**src/rtl/uart_tx_feeder_if.sv**
```systemverilog
// Host write port and UART-side outputs of uart_tx_feeder.
// master drives writes; slave is the feeder itself.
interface uart_tx_feeder_if #(
  parameter int DATA_SIZE  = 7,
  parameter int FIFO_DEPTH = 16
);
  localparam int CW = $clog2(FIFO_DEPTH) + 1;

  logic                 wr_en;
  logic [DATA_SIZE-1:0] wr_data;
  logic                 full;
  logic                 empty;
  logic [CW-1:0]        count;
  logic                 overflow;
  logic                 busy;
  logic                 tx_start;
  logic [DATA_SIZE-1:0] tx_data;

  modport master (
    output wr_en, wr_data,
    input  full, empty, count, overflow,
    input  busy, tx_start, tx_data
  );

  modport slave (
    input  wr_en, wr_data,
    output full, empty, count, overflow,
    output busy, tx_start, tx_data
  );
endinterface

```
**src/rtl/uart_tx_feeder.sv**
```systemverilog
// FIFO-buffered UART transmit feeder.
// Paces tx_start pulses with a local frame timer.
module uart_tx_feeder #(
  parameter int DATA_SIZE   = 7,
  parameter int CLK_FREQ_HZ = 50_000_000,
  parameter int BAUD_RATE   = 9600,
  parameter int STOP_BITS   = 1,
  parameter int GAP_CLKS    = 0,
  parameter int FIFO_DEPTH  = 16
) (
  input  logic             clk,
  input  logic             reset,
  uart_tx_feeder_if.slave  bus
);
  localparam int CPB = CLK_FREQ_HZ / BAUD_RATE;
  localparam int FRAME_CLKS =
    CPB * (1 + DATA_SIZE + STOP_BITS) + GAP_CLKS;
  localparam int AW = $clog2(FIFO_DEPTH);
  localparam int CW = AW + 1;
  localparam int TW = $clog2(FRAME_CLKS + 1);

  typedef enum logic [1:0] {
    IDLE = 2'd0,
    LOAD = 2'd1,
    SEND = 2'd2
  } state_t;

  state_t               state_q;
  logic [DATA_SIZE-1:0] mem_q [FIFO_DEPTH];
  logic [AW-1:0]        wptr_q;
  logic [AW-1:0]        rptr_q;
  logic [CW-1:0]        count_q;
  logic [CW-1:0]        count_d;
  logic                 full_q;
  logic                 empty_q;
  logic                 ovf_q;
  logic [TW-1:0]        timer_q;
  logic [DATA_SIZE-1:0] data_q;
  logic                 start_q;
  logic                 busy_q;
  logic                 push;
  logic                 pop;

  // full is last cycle's value, so a same-cycle pop never rescues a write
  assign push = bus.wr_en && !full_q;
  assign pop  = (state_q == LOAD);

  // next occupancy; push and pop together leave it unchanged
  always_comb begin
    count_d = count_q;
    count_d = count_d + {{(CW-1){1'b0}}, push};
    count_d = count_d - {{(CW-1){1'b0}}, pop};
  end

  // FIFO pointers, occupancy flags and overflow pulse
  always_ff @(posedge clk or negedge reset) begin
    if (!reset) begin
      wptr_q  <= '0;
      rptr_q  <= '0;
      count_q <= '0;
      full_q  <= 1'b0;
      empty_q <= 1'b1;
      ovf_q   <= 1'b0;
    end else begin
      if (push) wptr_q <= wptr_q + AW'(1);
      if (pop)  rptr_q <= rptr_q + AW'(1);
      count_q <= count_d;
      full_q  <= (count_d == CW'(FIFO_DEPTH));
      empty_q <= (count_d == '0);
      ovf_q   <= bus.wr_en && full_q;
    end
  end

  // storage array; contents need no reset
  always_ff @(posedge clk) begin
    if (push) mem_q[wptr_q] <= bus.wr_data;
  end

  // frame sequencer with registered tx_start/tx_data/busy
  always_ff @(posedge clk or negedge reset) begin
    if (!reset) begin
      state_q <= IDLE;
      timer_q <= '0;
      data_q  <= '0;
      start_q <= 1'b0;
      busy_q  <= 1'b0;
    end else begin
      start_q <= 1'b0;
      unique case (state_q)
        IDLE: begin
          if (!empty_q) begin
            state_q <= LOAD;
            busy_q  <= 1'b1;
          end
        end
        LOAD: begin
          data_q  <= mem_q[rptr_q];
          timer_q <= TW'(FRAME_CLKS - 1);
          start_q <= 1'b1;
          state_q <= SEND;
          busy_q  <= 1'b1;
        end
        SEND: begin
          if (timer_q == '0) begin
            state_q <= IDLE;
            busy_q  <= 1'b0;
          end else begin
            timer_q <= timer_q - TW'(1);
          end
        end
        default: begin
          state_q <= IDLE;
          busy_q  <= 1'b0;
        end
      endcase
    end
  end

  assign bus.full     = full_q;
  assign bus.empty    = empty_q;
  assign bus.count    = count_q;
  assign bus.overflow = ovf_q;
  assign bus.busy     = busy_q;
  assign bus.tx_start = start_q;
  assign bus.tx_data  = data_q;
endmodule
```
**src/flat_wrapper.sv**
```systemverilog
// flat-port wrapper written by rule: the top's interface ports become plain ports
module uart_tx_feeder_flat 
#(
  parameter int DATA_SIZE   = 7,
  parameter int CLK_FREQ_HZ = 50_000_000,
  parameter int BAUD_RATE   = 9600,
  parameter int STOP_BITS   = 1,
  parameter int GAP_CLKS    = 0,
  parameter int FIFO_DEPTH  = 16
)
  (clk, reset, bus_wr_en, bus_wr_data, bus_full, bus_empty, bus_count, bus_overflow, bus_busy, bus_tx_start, bus_tx_data);
  uart_tx_feeder_if #(.DATA_SIZE(DATA_SIZE), .FIFO_DEPTH(FIFO_DEPTH)) bus_i ();
  input  logic clk;
  input  logic reset;
  input wire logic [$bits(bus_i.wr_en)-1:0] bus_wr_en;
  input wire logic [$bits(bus_i.wr_data)-1:0] bus_wr_data;
  output wire logic [$bits(bus_i.full)-1:0] bus_full;
  output wire logic [$bits(bus_i.empty)-1:0] bus_empty;
  output wire logic [$bits(bus_i.count)-1:0] bus_count;
  output wire logic [$bits(bus_i.overflow)-1:0] bus_overflow;
  output wire logic [$bits(bus_i.busy)-1:0] bus_busy;
  output wire logic [$bits(bus_i.tx_start)-1:0] bus_tx_start;
  output wire logic [$bits(bus_i.tx_data)-1:0] bus_tx_data;
  assign bus_i.wr_en = bus_wr_en;
  assign bus_i.wr_data = bus_wr_data;
  assign bus_full = bus_i.full;
  assign bus_empty = bus_i.empty;
  assign bus_count = bus_i.count;
  assign bus_overflow = bus_i.overflow;
  assign bus_busy = bus_i.busy;
  assign bus_tx_start = bus_i.tx_start;
  assign bus_tx_data = bus_i.tx_data;
  uart_tx_feeder #(.DATA_SIZE(DATA_SIZE), .CLK_FREQ_HZ(CLK_FREQ_HZ), .BAUD_RATE(BAUD_RATE), .STOP_BITS(STOP_BITS), .GAP_CLKS(GAP_CLKS), .FIFO_DEPTH(FIFO_DEPTH)) u_core (.clk(clk), .reset(reset), .bus(bus_i));
endmodule
```
**config.mk**
```make
export PLATFORM = sky130hd
export DESIGN_NAME = uart_tx_feeder_flat
export DESIGN_NICKNAME = d
export VERILOG_FILES = /design/src/rtl/uart_tx_feeder_if.sv /design/src/rtl/uart_tx_feeder.sv /design/src/flat_wrapper.sv
export SDC_FILE = /design/constraint.sdc
export NUM_CORES = 1
export LEC_CHECK = 0
export CORE_MARGIN = 3
export CORE_UTILIZATION = 45
export CTS_CLUSTER_DIAMETER = 150
export CTS_CLUSTER_SIZE = 10
export DETAILED_ROUTE_END_ITERATION = 16
export SLEW_MARGIN = 20
export SYNTH_ARGS = -nofsm -noshare
export SYNTH_HDL_FRONTEND = slang
export SYNTH_SLANG_ARGS = --single-unit
```
**constraint.sdc**
```tcl
create_clock -name clk -period 3.94 [get_ports clk]
set_input_delay 1.182 -clock clk [delete_from_list [all_inputs] [get_ports clk]]
set_output_delay 1.182 -clock clk [all_outputs]
set_load 0.02 [all_outputs]
```
==> run metrics, run 1 <==
outcome=finished clean; slack of the worst reg-to-reg path=about 1.4 ns; initial drt markers=190; worst path arrival time=approximately 3.3 ns; synth cell count leaders=edfxtp_1 (112), dfrtp_1 (42), mux4_2 (28), mux2i_1 (24), nor2_1 (21); Post-synth top flop=edfxtp_1; FF-to-FF End=u_core.bus.full$_DFF_PN0_; initial antenna violation count=0; critical path class=in -> reg; worst min path class=reg -> reg; initial cell density of the core=0.461; Startpoint Class=input pin; die width=~130 um; max-cap check violation count=0; synthesized flop and latch total=155; RSZ-0062 raised after global routing=false; register area share after synthesis=0.692; Warnings, synthesis=0; PD cells=about 570 mW/mm^2; DRC violations left=0; cts repair resizes=0; Slew Limit Fails=0; Area growth, synth to finish=16.3%; Post-synth ARST share=0.277; placed cell area=approximately 0.007 sq mm; total CTS buffers=17; hold_buf cts=0; antenna viol nets, final=0; most common cell in the synthesized netlist=edfxtp_1; Cell variety after synth=51; Die H=roughly 130 um; Setup crit end kind=register; largest cells by area after synthesis=edfxtp_1 (52%), dfrtp_1 (16%), mux4_2 (9.8%); hold_sp=u_core.timer_q[7]$_DFFE_PN0P_; Final #Nets=between 400 and 500; Post-Syn Nets=406; setup_tns=0 ns; CTS max path bufs=2; non-filler cells, final=614; vias in the first global route=3,545; hpwl dp=between 7000 and 8000 um; design area=0.00746 sq mm; mean routed wirelength per cell=between 15 and 20 um; worst vdd ir=roughly 0.35 mV; syn avg cell area=~17 sq um; largest net degree at the start of global routing=44; htree depth=4; Hold Path Sink=u_core.timer_q[7]$_DFFE_PN0P_; total die area=0.0157 sq mm; min Tclk post-route=2.99 ns; clock-pin slew of the registers on the worst-case setup and hold paths=about 0.060 ns; total grt overflow=0; n_diodes=0; clk sink count=between 150 and 200; cell count after synthesis=about 380; CTS Root Buffer Type=clkbuf_16; Hold Worst Slack=slightly below 0.5 ns; gpl congestion=around 0.75; Total Wirelength=between 10,000 and 15,000 um; via count=about 3,400; r2r startpoint=u_core.state_q[1]$_DFFE_PN0P_; CP Data Required Time=~4.3 ns; Worst slew margin=0.360; clock skew=0.0149 ns; share of the synthesized area in the top cell type=0.524; depth of the most critical reg-to-reg path=11; row count=43; placed cells=roughly 580; Post-Syn Area=about 0.0064 sq mm; Ports=27; Fin. Hold Viols=0; layout cells sized above 1=0.177; first-pass GRT wire length=about 20,000 um; GRT Total Usage=0.168; vias per cell=approximately 5.5; Pre-antenna DRT Iters=4; Post-synth EDFFs=approximately 110; worst slew pin tran=0.959 ns; P_leak=2.63 nW; post-CTS setup buffer count=0; CTS tree=done; CP Max Fanout=2; worst skew pair latency=around 0.43 ns; f_max=~330 MHz; period utilization=0.759; final setup violation count=0; Core Area=~0.014 sq mm; IO buf count=26; Synth area leader=edfxtp_1; hold path depth=1
-- where the power goes --
group / leakage (nW) / internal [mW] / total (mW) / switching, mW
Clock: 0.277 / 0.893 / 1.53 / 0.641
Sequential: 1.51 / 1.95 / 2.04 / 0.0932
Combinational: 0.844 / 0.288 / 0.675 / 0.387
Total: 2.63 / 3.13 / 4.25 / 1.12
-- kinds of logic after synthesis --
logic type      after synthesis  synth area share
simple gates                 83            0.0712
xor+xnor                      9            0.0123
fa+ha+maj                    12            0.0246
compound gates               41            0.0441
flops                       155             0.692
buf+inv                      32            0.0203
mux                          52             0.136
-- metrics by stage --
stage	utilization	power [mW]	setup slack, ns
final	0.536	4.25	0.950
after floorplan	-	2.50	0.943
after CTS	0.535	4.31	0.917
after detailed placement	0.495	2.77	0.475
after global placement	0.495	2.74	0.559
after global routing	0.536	4.46	0.802
-- worst max path at each step --
| stage | endpoint | cells past startpoint | start |
|---|---|---|---|
| global route | u_core.bus.full$_DFF_PN0_ | 8 | bus_wr_en |
| finish | u_core.bus.full$_DFF_PN0_ | 8 | bus_wr_en |
| CTS | u_core.bus.full$_DFF_PN0_ | 8 | bus_wr_en |
| global placement | u_core.bus.full$_DFF_PN0_ | 8 | bus_wr_en |
| detailed placement | u_core.bus.full$_DFF_PN0_ | 8 | bus_wr_en |
| floorplan | u_core.bus.full$_DFF_PN0_ | 8 | bus_wr_en |
-- critical path, cell delays in order --
cell	delay, ns
clkdlybuf4s50_1	0.47
nor2b_1	0.23
ha_1	0.20
inv_1	0.05
fa_1	0.47
inv_1	0.05
or3_1	0.40
nor4b_1	0.26
-- registers in the layout, summed over array words and instances (netlist names), 2 cells and up --
register and flops:
u_core.rptr_q 4, u_core.mem_q 112, u_core.wptr_q 4, u_core.bus.tx_data 7
u_core.timer_q 16, u_core.state_q 2, u_core.bus.count 5
-- layout make-up --
cell class / instances / area (sq um)
multi-input combinational: 197 / 1850
clock inverter: 12 / 116
sequential: 155 / 4440
fill: 1101 / 6470
clock buffer: 20 / 447
tap: 180 / 225
inverter: 14 / 52.6
timing repair buffer: 36 / 333
-- layer usage --
layer / global-route usage / vias up / wire (um)
met2: 0.270 / 69 / 6060
met3: 0.0427 / 18 / 466
li1: - / 1571 / -
met4: 0.0670 / 0 / 188
met1: 0.220 / 1727 / 5420
met5: 0 / - / 0
-- cell usage in the layout (no fill, tap or decap), types with 4 or more instances in the layout --
cell,count
a21oi_1,4
a31oi_1,10
buf_4,11
clkbuf_16,17
clkdlybuf4s50_1,25
clkinv_4,4
dfrtp_1,41
edfxtp_1,112
ha_1,11
inv_1,13
mux2i_1,24
mux4_2,28
nand2_1,20
nand2b_1,5
nor2_1,21
nor3_1,7
nor4_1,6
o21ai_0,5
o2bb2ai_1,7
xnor2_1,8
Note: power is estimated with default switching activity, not from simulation.
==> inputs of run 2 (changes only) <==
==> constraint.sdc (replaced) <==
create_clock -name clk -period 2.7 [get_ports clk]
set_input_delay 0.81 -clock clk [delete_from_list [all_inputs] [get_ports clk]]
set_output_delay 0.81 -clock clk [all_outputs]
set_load 0.02 [all_outputs]
==> run 2 against run 1 <==
Register-to-register slack got worse by 1.2 ns. Flip-flop and latch count unchanged. Critical path type unchanged. Power up 52%. Non-clock buffer count grew 14. Largest cell class unchanged. First-iteration DRC count rose by 9.5%. Clock-buffer cell count shrank 3.
==> run metrics, run 2 (synthesis results as in run 1) <==
Slew Limit Fails=0 (unchanged); routed wl met2=6110 um (+0.86%); f_max=392 MHz; GRT Total Usage=0.170 (+0.00243); multi-input logic area=0.00186 sq mm (+0.81%); worst vdd ir=0.542 mV (+56%); IO buf count=26 (unchanged); hold_buf cts=0 (unchanged); commonest non-fill, non-tap cell in the layout=edfxtp_1; initial cell density of the core=0.461 (unchanged); clock network power share=0.372 (+0.011); Final #Nets=457 (+3.2%); layout cells sized above 1=0.214 (+0.0369); WL met1=5800 um (+7.0%); PD cells=845 mW/mm^2 (+48%); total die area=0.0157 sq mm (unchanged); design area=0.00764 sq mm (+2.3%); total CTS buffers=17 (unchanged); Area growth, synth to finish=19.0%; Total Wirelength=12,400 um (+2.1%); die width=125 um (unchanged); Ports=27 (unchanged); part of the power in registers=0.462 (-0.019); max FFs per register=112 (unchanged); Worst slew margin=0.582 (+0.222); Int Power=4.70 mW (+50%); Die H=125 um (unchanged); Gate power share=0.166 (+0.007); placed cell area=0.00701 sq mm (+1.7%); top sig layer=met4; mean routed wirelength per cell=19.7 um (-0.19%); max-cap check violation count=0 (unchanged); CP bufs+invs=2 (-1); antenna viol nets, final=0 (unchanged); Worst Slack Setup Final=0.147 ns (-0.803 ns); hpwl dp=8030 um (+2.6%); worst skew pair latency=0.42 ns (about the same); Fin. Hold Viols=0 (unchanged); Max stage delay cell, worst path=clkdlybuf4s50_1; Place WS=-0.354 ns (-0.829 ns); Register Area=0.00444 sq mm (unchanged); vias per cell=5.57 (+1.0%); DRC violations left=0 (unchanged); CTS Root Buffer Type=clkbuf_16; met3 WL=369 um (-21%); worst min path class=in -> async; Core Area=0.0139 sq mm (unchanged); Psw=1.75 mW (+56%); most frequent cells in the layout=edfxtp_1 (112), dfrtp_1 (41), mux4_2 (28); initial antenna violation count=0 (unchanged); via count=3,497 (+3.3%); RSZ-0062 raised after global routing=false; first-pass GRT wire length=20,100 um (+1.3%); CP Data Required Time=3.00 ns (-1.25 ns); gpl congestion=0.753 (+0.63%); Filler Cell Count=1,101 (unchanged); Startpoint Class=input pin; initial drt markers=208 (+9.5%); P_leak=2.73 nW (+3.6%); Sw Ratio=0.272 (+0.00794); period utilization=0.945; final setup violation count=0 (unchanged); CTS max path bufs=2 (unchanged); n_diodes=0 (unchanged); Crit path max-delay family=simple AND/OR/NAND/NOR gates; Cell Chain, Critical Path=clkdlybuf4s50_1, nor2b_2, ha_1, inv_1, fa_1, nor2b_1, o21ai_0, nor3b_1, or2_2; CTS tree=done; outcome=finished clean; worst slew pin tran=0.611 ns (-0.349 ns); largest register by flop count=u_core.mem_q; min Tclk post-route=between 2 and 3 ns; largest net degree at the start of global routing=31 (-30%); total grt overflow=0 (unchanged); row count=43 (unchanged); Worst path max stage delay=0.46 ns (about the same); worst path arrival time=2.85 ns (-0.45 ns); Setup crit end kind=register; critical path class=in -> reg; CP Max Fanout=4 (+2); Pre-antenna DRT Iters=6 (+2); vias in the first global route=3,644 (+2.8%); clk sink count=155 (unchanged); clock skew=0.00965 ns (-0.00527 ns); htree depth=4 (unchanged); clock-pin slew of the registers on the worst-case setup and hold paths=0.06 ns (about the same)
run 2: worst paths after layout:
kind	slack (ns)	to	start	cells past startpoint
hold / removal	0.30	u_core.bus.full$_DFF_PN0_	reset	1
setup / recovery	0.15	u_core.bus.count[4]$_DFF_PN0_	bus_wr_en	9
max in group asynchronous	1.66	u_core.bus.empty$_DFF_PN1_	reset	2
setup reg to reg	0.24	u_core.bus.count[4]$_DFF_PN0_	u_core.state_q[1]$_DFFE_PN0P_	11
hold reg to reg	0.49	u_core.timer_q[7]$_DFFE_PN0P_	u_core.timer_q[7]$_DFFE_PN0P_	1
min in group clk	0.49	u_core.timer_q[7]$_DFFE_PN0P_	u_core.timer_q[7]$_DFFE_PN0P_	1
run 2: final cells by class:
cell class | count | area share
Multi-Input combinational cell | 197 | 0.244
Inverter | 14 | 0.00688
Timing Repair Buffer | 50 | 0.0587
Sequential cell | 155 | 0.582
Tap cell | 180 | 0.0295
Clock inverter | 15 | 0.0238
Clock buffer | 17 | 0.0557
run 2: layer usage:
layer,up-vias,track usage
li1,1606,-
met1,1814,0.236
met2,68,0.268
met3,9,0.0414
met4,0,0.0574
met5,-,0
run 2: power groups by stage:
stage / combinational [mW] / clock [mW] / sequential, mW
floorplan: 0.601 / 0 / 3.05
global route: 1.17 / 2.56 / 3.01
CTS: 1.04 / 2.45 / 2.99
detailed placement: 1.04 / 0 / 3.03
global placement: 1.01 / 0 / 3.02
finish: 1.07 / 2.40 / 2.99
run 2: timing repair:
action	4_1_cts	5_1_grt
setup endpoints to repair	0	3
resized for setup	0	3
setup buffers	0	0
run 2: through the flow:
stage	hold slack (ns)	utilization	total power, mW	std cells	setup TNS (ns)
CTS	0.295	0.547	6.48	628	0
global placement	0.477	0.503	4.03	596	-0.580
global route	0.320	0.548	6.74	628	0
floorplan	0.446	-	3.65	384	0
detailed placement	0.476	0.503	4.07	596	-0.913
finish	0.304	0.548	6.46	628	0
